$ cat config.mk
export PLATFORM = sky130hd
export DESIGN_NAME = card_dealer
export DESIGN_NICKNAME = d
export VERILOG_FILES = /design/src/rtl/card_dealer.sv
export SDC_FILE = /design/constraint.sdc
export NUM_CORES = 1
export LEC_CHECK = 0
export BUFFER_PORTS_ARGS = -buffer_cell sky130_fd_sc_hd__buf_2
export CAP_MARGIN = 20
export CORE_AREA = 2 2 61 63
export CTS_CLUSTER_DIAMETER = 150
export CTS_CLUSTER_SIZE = 8
export DETAILED_ROUTE_END_ITERATION = 16
export DIE_AREA = 0 0 63 65
export PLACE_DENSITY = 0.82
export RECOVER_POWER = 100
export SLEW_MARGIN = 30
export SYNTH_ARGS = -nofsm -noshare
export SYNTH_HDL_FRONTEND = slang
export SYNTH_SLANG_ARGS = --single-unit
$ cat constraint.sdc
create_clock -name clk -period 1.9 [get_ports clk]
set_input_delay 0.095 -clock clk [delete_from_list [all_inputs] [get_ports clk]]
set_output_delay 0.095 -clock clk [all_outputs]
set_load 0.05 [all_outputs]
$ cat src/rtl/card_dealer.sv
// ---------------------------------------------------------------------------
// card_dealer
//
// Card source for the Baccarat datapath. A free-running rank counter cycles
// 1..13. On each rising edge of deal_req, the counter value is captured into
// the next free hand slot. Slots 0-2 hold the player hand and slots 3-5 hold
// the banker hand. Each slot is a stable 4-bit rank, where 0 means the slot
// is empty and is shown blank.
//
// Optional feature: when CARD_DEALER_SCORE_EN is defined, the block also
// registers Baccarat hand scores (pscore, dscore). That build requires
// NUM_SLOTS == 6.
//
// Ports:
//   clk       in   1            system clock, rising edge
//   resetb    in   1            asynchronous active-low reset
//   deal_req  in   1            deal request level; its rising edge deals
//   clear     in   1            synchronous pulse; empties all slots
//   slots     out  4*NUM_SLOTS  slot i at [4i+3:4i]; 0 = empty, 1..13 = rank
//   slot_idx  out  4            index of the next slot to fill, 0..NUM_SLOTS
//   deal_ack  out  1            pulse, the cycle after a card is written
//   overflow  out  1            pulse, the cycle after a deal edge while full
//   full      out  1            high when slot_idx == NUM_SLOTS
//   pscore    out  4            player score (CARD_DEALER_SCORE_EN only)
//   dscore    out  4            banker score (CARD_DEALER_SCORE_EN only)
// ---------------------------------------------------------------------------
module card_dealer #(
    parameter int NUM_SLOTS = 6
) (
    input  logic                   clk,
    input  logic                   resetb,
    input  logic                   deal_req,
    input  logic                   clear,
    output logic [4*NUM_SLOTS-1:0] slots,
    output logic [3:0]             slot_idx,
    output logic                   deal_ack,
    output logic                   overflow,
    output logic                   full
`ifdef CARD_DEALER_SCORE_EN
    ,
    output logic [3:0]             pscore,
    output logic [3:0]             dscore
`endif
);

    localparam logic [3:0] NUM_W = 4'(NUM_SLOTS);

    generate
        if (NUM_SLOTS < 1 || NUM_SLOTS > 8) begin : g_bad_num_slots
            $error("card_dealer: NUM_SLOTS must be in 1..8");
        end
    endgenerate

    typedef enum logic [1:0] {
        ST_EMPTY   = 2'd0,
        ST_PARTIAL = 2'd1,
        ST_FULL    = 2'd2
    } state_t;

    state_t                 state_r;
    state_t                 state_s;
    logic [3:0]             idx_r;
    logic [3:0]             idx_s;
    logic [3:0]             rank_r;
    logic                   req_q_r;
    logic                   deal_edge_s;
    logic                   wr_en_s;
    logic                   clr_s;
    logic                   ack_s;
    logic                   ovf_s;
    logic                   ack_r;
    logic                   ovf_r;
    logic                   full_r;
    logic [4*NUM_SLOTS-1:0] slots_r;

    assign deal_edge_s = deal_req & ~req_q_r;

    // Free-running rank counter: 1..13. Any out-of-range value folds back to 1.
    always_ff @(posedge clk or negedge resetb) begin
        if (!resetb) begin
            rank_r <= 4'd1;
        end else if (rank_r >= 4'd13) begin
            rank_r <= 4'd1;
        end else begin
            rank_r <= rank_r + 4'd1;
        end
    end

    // Delayed copy of deal_req for edge detection. It updates even when
    // clear is high, so a request held across a clear never deals.
    always_ff @(posedge clk or negedge resetb) begin
        if (!resetb) begin
            req_q_r <= 1'b0;
        end else begin
            req_q_r <= deal_req;
        end
    end

    // Next-state logic. A clear has priority and drops a simultaneous deal.
    always_comb begin
        state_s = state_r;
        idx_s   = idx_r;
        wr_en_s = 1'b0;
        clr_s   = 1'b0;
        ack_s   = 1'b0;
        ovf_s   = 1'b0;
        if (clear) begin
            clr_s   = 1'b1;
            idx_s   = 4'd0;
            state_s = ST_EMPTY;
        end else if (deal_edge_s) begin
            case (state_r)
                ST_EMPTY, ST_PARTIAL: begin
                    wr_en_s = 1'b1;
                    ack_s   = 1'b1;
                    idx_s   = idx_r + 4'd1;
                    if ((idx_r + 4'd1) == NUM_W) begin
                        state_s = ST_FULL;
                    end else begin
                        state_s = ST_PARTIAL;
                    end
                end
                ST_FULL: begin
                    ovf_s = 1'b1;
                end
                default: begin
                    // Illegal encoding: recover to an empty hand.
                    clr_s   = 1'b1;
                    idx_s   = 4'd0;
                    state_s = ST_EMPTY;
                end
            endcase
        end else begin
            state_s = state_r;
        end
    end

    // State, index and status-pulse registers.
    always_ff @(posedge clk or negedge resetb) begin
        if (!resetb) begin
            state_r <= ST_EMPTY;
            idx_r   <= 4'd0;
            full_r  <= 1'b0;
            ack_r   <= 1'b0;
            ovf_r   <= 1'b0;
        end else begin
            state_r <= state_s;
            idx_r   <= idx_s;
            full_r  <= (state_s == ST_FULL);
            ack_r   <= ack_s;
            ovf_r   <= ovf_s;
        end
    end

    // Slot storage: capture the pre-increment rank into the slot at idx_r.
    always_ff @(posedge clk or negedge resetb) begin
        if (!resetb) begin
            slots_r <= '0;
        end else if (clr_s) begin
            slots_r <= '0;
        end else begin
            for (int i = 0; i < NUM_SLOTS; i++) begin
                if (wr_en_s && (idx_r == 4'(i))) begin
                    slots_r[4*i +: 4] <= rank_r;
                end
            end
        end
    end

    assign slots    = slots_r;
    assign slot_idx = idx_r;
    assign deal_ack = ack_r;
    assign overflow = ovf_r;
    assign full     = full_r;

`ifdef CARD_DEALER_SCORE_EN
    generate
        if (NUM_SLOTS != 6) begin : g_bad_score_cfg
            $error("card_dealer: CARD_DEALER_SCORE_EN requires NUM_SLOTS == 6");
        end
    endgenerate

    // Baccarat card value: ranks 1..9 count face value; tens, faces and
    // empty slots count 0.
    function automatic logic [3:0] card_value(input logic [3:0] rank);
        if (rank >= 4'd1 && rank <= 4'd9) begin
            card_value = rank;
        end else begin
            card_value = 4'd0;
        end
    endfunction

    // Sum of three card values mod 10. The raw sum is at most 27.
    function automatic logic [3:0] hand_score(input logic [3:0] a,
                                              input logic [3:0] b,
                                              input logic [3:0] c);
        logic [4:0] sum;
        sum = {1'b0, card_value(a)} + {1'b0, card_value(b)} + {1'b0, card_value(c)};
        if (sum >= 5'd20) begin
            sum = sum - 5'd20;
        end else if (sum >= 5'd10) begin
            sum = sum - 5'd10;
        end else begin
            sum = sum;
        end
        hand_score = sum[3:0];
    endfunction

    logic [3:0] pscore_r;
    logic [3:0] dscore_r;

    // Scores follow the registered slots, one cycle behind them.
    always_ff @(posedge clk or negedge resetb) begin
        if (!resetb) begin
            pscore_r <= 4'd0;
            dscore_r <= 4'd0;
        end else begin
            pscore_r <= hand_score(slots_r[3:0], slots_r[7:4], slots_r[11:8]);
            dscore_r <= hand_score(slots_r[15:12], slots_r[19:16], slots_r[23:20]);
        end
    end

    assign pscore = pscore_r;
    assign dscore = dscore_r;
`endif

endmodule

Word-level counts from Yosys, hierarchy flattened --
Index checks and enable logic that the tools add are counted.
Operators by class: muxes and demuxes 24, add/subtract/negate cells 2, equal/unequal tests 10, reductions and logical operators 18, bitwise gates (word level) 2, order comparisons 1
Operators with widths (number):
- 2-to-1 mux 4 bit | 9
- 2-to-1 mux 24 bit | 1
- nonzero test 2 bit | 7
- == test 4 x 3 -> 1 bit, second input constant | 3
- 2-to-1 mux 1 bit | 9
- adder 4 x 1 -> 4 bit, second input constant | 2
- == test 4 x 2 -> 1 bit, second input constant | 2
- one-hot mux 4 bit (2 select lines) | 1
- logical AND 1 bit | 6
- 2-to-1 mux 2 bit | 3
- == test 2 bit, second input constant | 2
- == test 4 x 1 -> 1 bit, second input constant | 1
- greater-or-equal comparator 4 bit, second input constant | 1
- zero test 4 bit | 1
- one-hot mux 2 bit (2 select lines) | 1
- OR reduction 3 bit | 1
- == test 2 x 1 -> 1 bit, second input constant | 1
- zero test 2 bit | 1
- inequality test 2 bit, second input constant | 1
- AND reduction 2 bit | 1
- OR reduction 2 bit | 1
- AND 1 bit | 1
- inverter 1 bit | 1
Storage, ports and cells: register bits after elaboration 38, input bits 4, output and inout bits 31

Longest topological paths before layout --
word-level depth 8, depth in mapped cells 7

Least setup slack after synthesis --
Ideal clock, no wire load.
path kind reg2reg, start point reg idx_r[1], in the netlist slot_idx[1], end point reg state_r[1], path slack 87 ps, period minus slack after synthesis 1813 ps, cell stages (with the launch flop) 7, data arrival time 1694 ps, buffers on the path 0, path through dfrtp_1 -> inv_1 -> ha_1 -> and3b_1 -> a31oi_1 -> nor2_1 -> o21ba_2
Between the ends: word-level cells in the longest chain between the ends 6
Ends and longest elaborated chain:
- start, declared | line 62 | logic [3:0] idx_r;
- start signal, assigned | line 148 | idx_r <= idx_s;
- adder 4 x 1 -> 4 bit | line 117 | if ((idx_r + 4'd1) == NUM_W) begin
- == test 4 x 3 -> 1 bit | line 117
- 2-to-1 mux 2 bit | line 117
- one-hot mux 2 bit (2 select lines) | line 112 | case (state_r)
- 2-to-1 mux 2 bit | line 111 | end else if (deal_edge_s) begin
- 2-to-1 mux 2 bit | line 107 | if (clear) begin
- via state_s[1] | line 61 | state_t state_s;
- end signal, assigned | line 147 | state_r <= state_s;
- end, declared | line 60 | state_t state_r;
The timed path passes the listed nets, and every way through them passes these cells. A chain may end at the register's enable or synchronous reset.

Final worst setup path --
start point reg state_r[1], end point reg slots_r[13], in the netlist slots[13]
Between the ends: word-level cells in the longest chain between the ends 7, elaborated cells between the ends (all ways) 14, those cells by class eq/ne: 2; mux: 7; reduce/logical: 5
Ends and longest elaborated chain:
- == test 2 x 1 -> 1 bit or zero test 2 bit (tied branches)
- OR reduction 2 bit *
- 2-to-1 mux 1 bit * (3 in series)
- via ack_s | line 69 | logic ack_s;
- logical AND 1 bit * | line 163 | if (wr_en_s && (idx_r == 4'(i))) begin
- nonzero test 2 bit (no source line) *
- end signal, assigned by index | line 164 | slots_r[4*i +: 4] <= rank_r;
- end, declared | line 74 | logic [4*NUM_SLOTS-1:0] slots_r;
The timed path passes the listed nets; every way through them passes the cells marked *.

==> metrics.txt <==
outcome=finished clean; Final ANT Viol Nets=0; Clock Pin Slew Worst Setup and Hold Paths=0.11 ns; dpl hpwl=2440 um; fmax=578 MHz; share of layout cells above drive strength 1=8.67%; CP startpoint kind=register; Max VDD drop=0.000426 V; Synth cell types=35; number of H-tree levels=2; Worst Tran Pin Value=0.916 ns; Core Rows=22; Num CTS Buffers=5; pin count of the biggest net entering global routing=39; routed vias/inst=5.28; Hold Violations, Final=0; Slew HR=38.9%; Std-Cell Core Area=3500 um2; Layout Skew=~0.0047 ns; top cells by area, synth=dfrtp_1 (52%), mux2i_1 (14%), nor2_1 (6.6%); Worst setup EP type=register; Port Buffers=34; ANT cells=0; Setup TNS=0 ns; synthesized netlist net count=170; DRC violations left=0; Setup Crit Path Kind=register to register; most common cell after layout, fill and taps aside=dfrtp_1; TritonCTS clock tree=built; area grow syn2layout=14.3%; CTS sink cnt=38; GRT Residual Overflow=0; Hold Crit Class=input port to register; CP required=2.12 ns; GRT Resource Usage Total=between 15 and 20%; PostCTS Resize Cnt=0; initial antenna violation count=0; die area=~4000 um2; cell taking the most area after synthesis=dfrtp_1; wirelength, routed=~3600 um; post-DR wirelength/cell=14.6 um; GPL Wtd Cong=between 0.8 and 0.9; share of the synthesized area in the top cell type=a little over half; 1st-iter DRT viols=86; first-pass GRT wire length=5910 um; Synthesis Warnings=0; hold_ws=0.0271 ns; CP arrival=about 2.0 ns; Pre-Repair DR Iteration Count=4; RSZ-0062 raised after global routing=no; Leak=1.08 nW; final period utilization=91.1%; crit path time final=1.73 ns; x dimension of the die=63 um; vias=approximately 1300; fin nets=a little over 200; most frequent cells in the layout=dfrtp_1 (37), clkbuf_1 (34), nor2_1 (31); DIE HEIGHT=65 um; sequential area share after synthesis=53.8%; post-synthesis sequential element count=38; CTS root buf=clkbuf_4; number of max-cap violations=0; vias in the first global route=1228; Ports=35; fin. max-slew vios=0; CP max FO=8; starting density of the core=about half; CTS Buffer Depth=2; Final Total Pwr=0.00138 W; PwrDens=682 nW/um2; Mapped Avg Cell Area=~11 um2; clk_lat worst skew=0.34 ns; synthesized cell area=1770 um2; Setup-failing EPs final=0; Mapped Cells=158
per-layer routing:
layer	vias up	global-route usage [%]	wire, um
li1	607	-	-
met1	642	25.8	1700
met2	36	29.1	1640
met3	4	5.03	169
met4	0	4.17	45
met5	-	0	0
flip-flops by register name (all words and copies together), names as in the netlist:
signal    cells
state_r       2
slots        24
slot_idx      4
req_q_r       1
deal_ack      1
rank_r        4
full          1
overflow      1
area by class of cell:
type                    count  area [um2]
fillers                   329        1470
flip-flops and latches     38         952
multi-input cells         106         764
repair buffers             38         165
well taps                  48        60.1
clock buffers               8        58.8
inverters                   6        22.5
worst paths after layout:
path                                                 to  cells after the start  slack (ns)                   from
worst min register to register    slots[22]$_DFFE_PN0P_                      2        0.54  slots[22]$_DFFE_PN0P_
max in group asynchronous          slots[1]$_DFFE_PN0P_                      2        0.93                 resetb
worst min-delay path            slot_idx[2]$_DFFE_PN0P_                      2        0.03                  clear
worst max-delay path              slots[13]$_DFFE_PN0P_                      4        0.17   state_r[1]$_DFF_PN0_
worst max register to register    slots[13]$_DFFE_PN0P_                      4        0.17   state_r[1]$_DFF_PN0_
min in group asynchronous       slot_idx[1]$_DFFE_PN0P_                      2        0.40                 resetb
metrics by stage:
stage               cells  worst slack, ns  cell area, um2  util (%)
global route          244          0.00832            2020      57.9
floorplan             158           0.0868            1770         -
finish                244            0.169            2020      57.9
detailed placement    234            0.169            1980      56.8
global placement      234            0.221            1980      56.8
CTS                   244            0.139            2060      59.0
power breakdown:
group / internal, W / switching (W) / leakage [nW]
Combinational: 0.0000285 / 0.0000769 / 0.537
Sequential: 0.000818 / 0.0000116 / 0.513
Clock: 0.000183 / 0.000262 / 0.0326
Yosys cell counts:
library cell	n
a21o_2	1
o21ai_0	1
or2b_1	1
nand2b_1	2
nand3_1	6
a21bo_2	1
dfrtp_1	37
nor2_1	31
o21bai_1	1
or3_1	1
and3b_1	1
nand4b_2	2
o41ai_1	1
mux2i_1	24
nand3b_1	1
buf_2	1
a21o_1	1
ha_1	8
nor2b_1	2
a22oi_1	2
inv_1	6
nor3_1	2
a31o_2	1
nand2_1	5
o22ai_1	1
clkbuf_1	7
a21oi_1	3
nor4bb_1	1
o21ba_2	1
dfstp_2	1
and2_1	1
nor4b_4	1
a31oi_1	1
a211oi_1	1
nor3b_1	1
what timing repair did:
item	CTS	global route
endpoints found under the hold margin	38	0
buffers inserted	0	0
hold buffers	2	0
endpoints found under the setup margin	0	1
cell families (layout without fill, tap and decap cells):
kind of cell / Yosys count / in the layout / share of synthesized area (%)
AO/OA/AOI/OAI: 16 / 16 / 6.57
adder cells (fa/ha/maj): 8 / 8 / 5.65
buffers and inverters: 14 / 52 / 3.04
flip-flops: 38 / 38 / 53.8
multiplexers: 24 / 24 / 13.6
AND/OR/NAND/NOR: 58 / 58 / 17.4
worst max-delay path, stage by stage (launching register included):
cell and delay, ns:
dfrtp_1 0.48, nor4b_4 0.51, nand3_1 0.32, mux2i_1 0.25, nor2_1 0.05
Note: power is estimated with default switching activity, not from simulation.
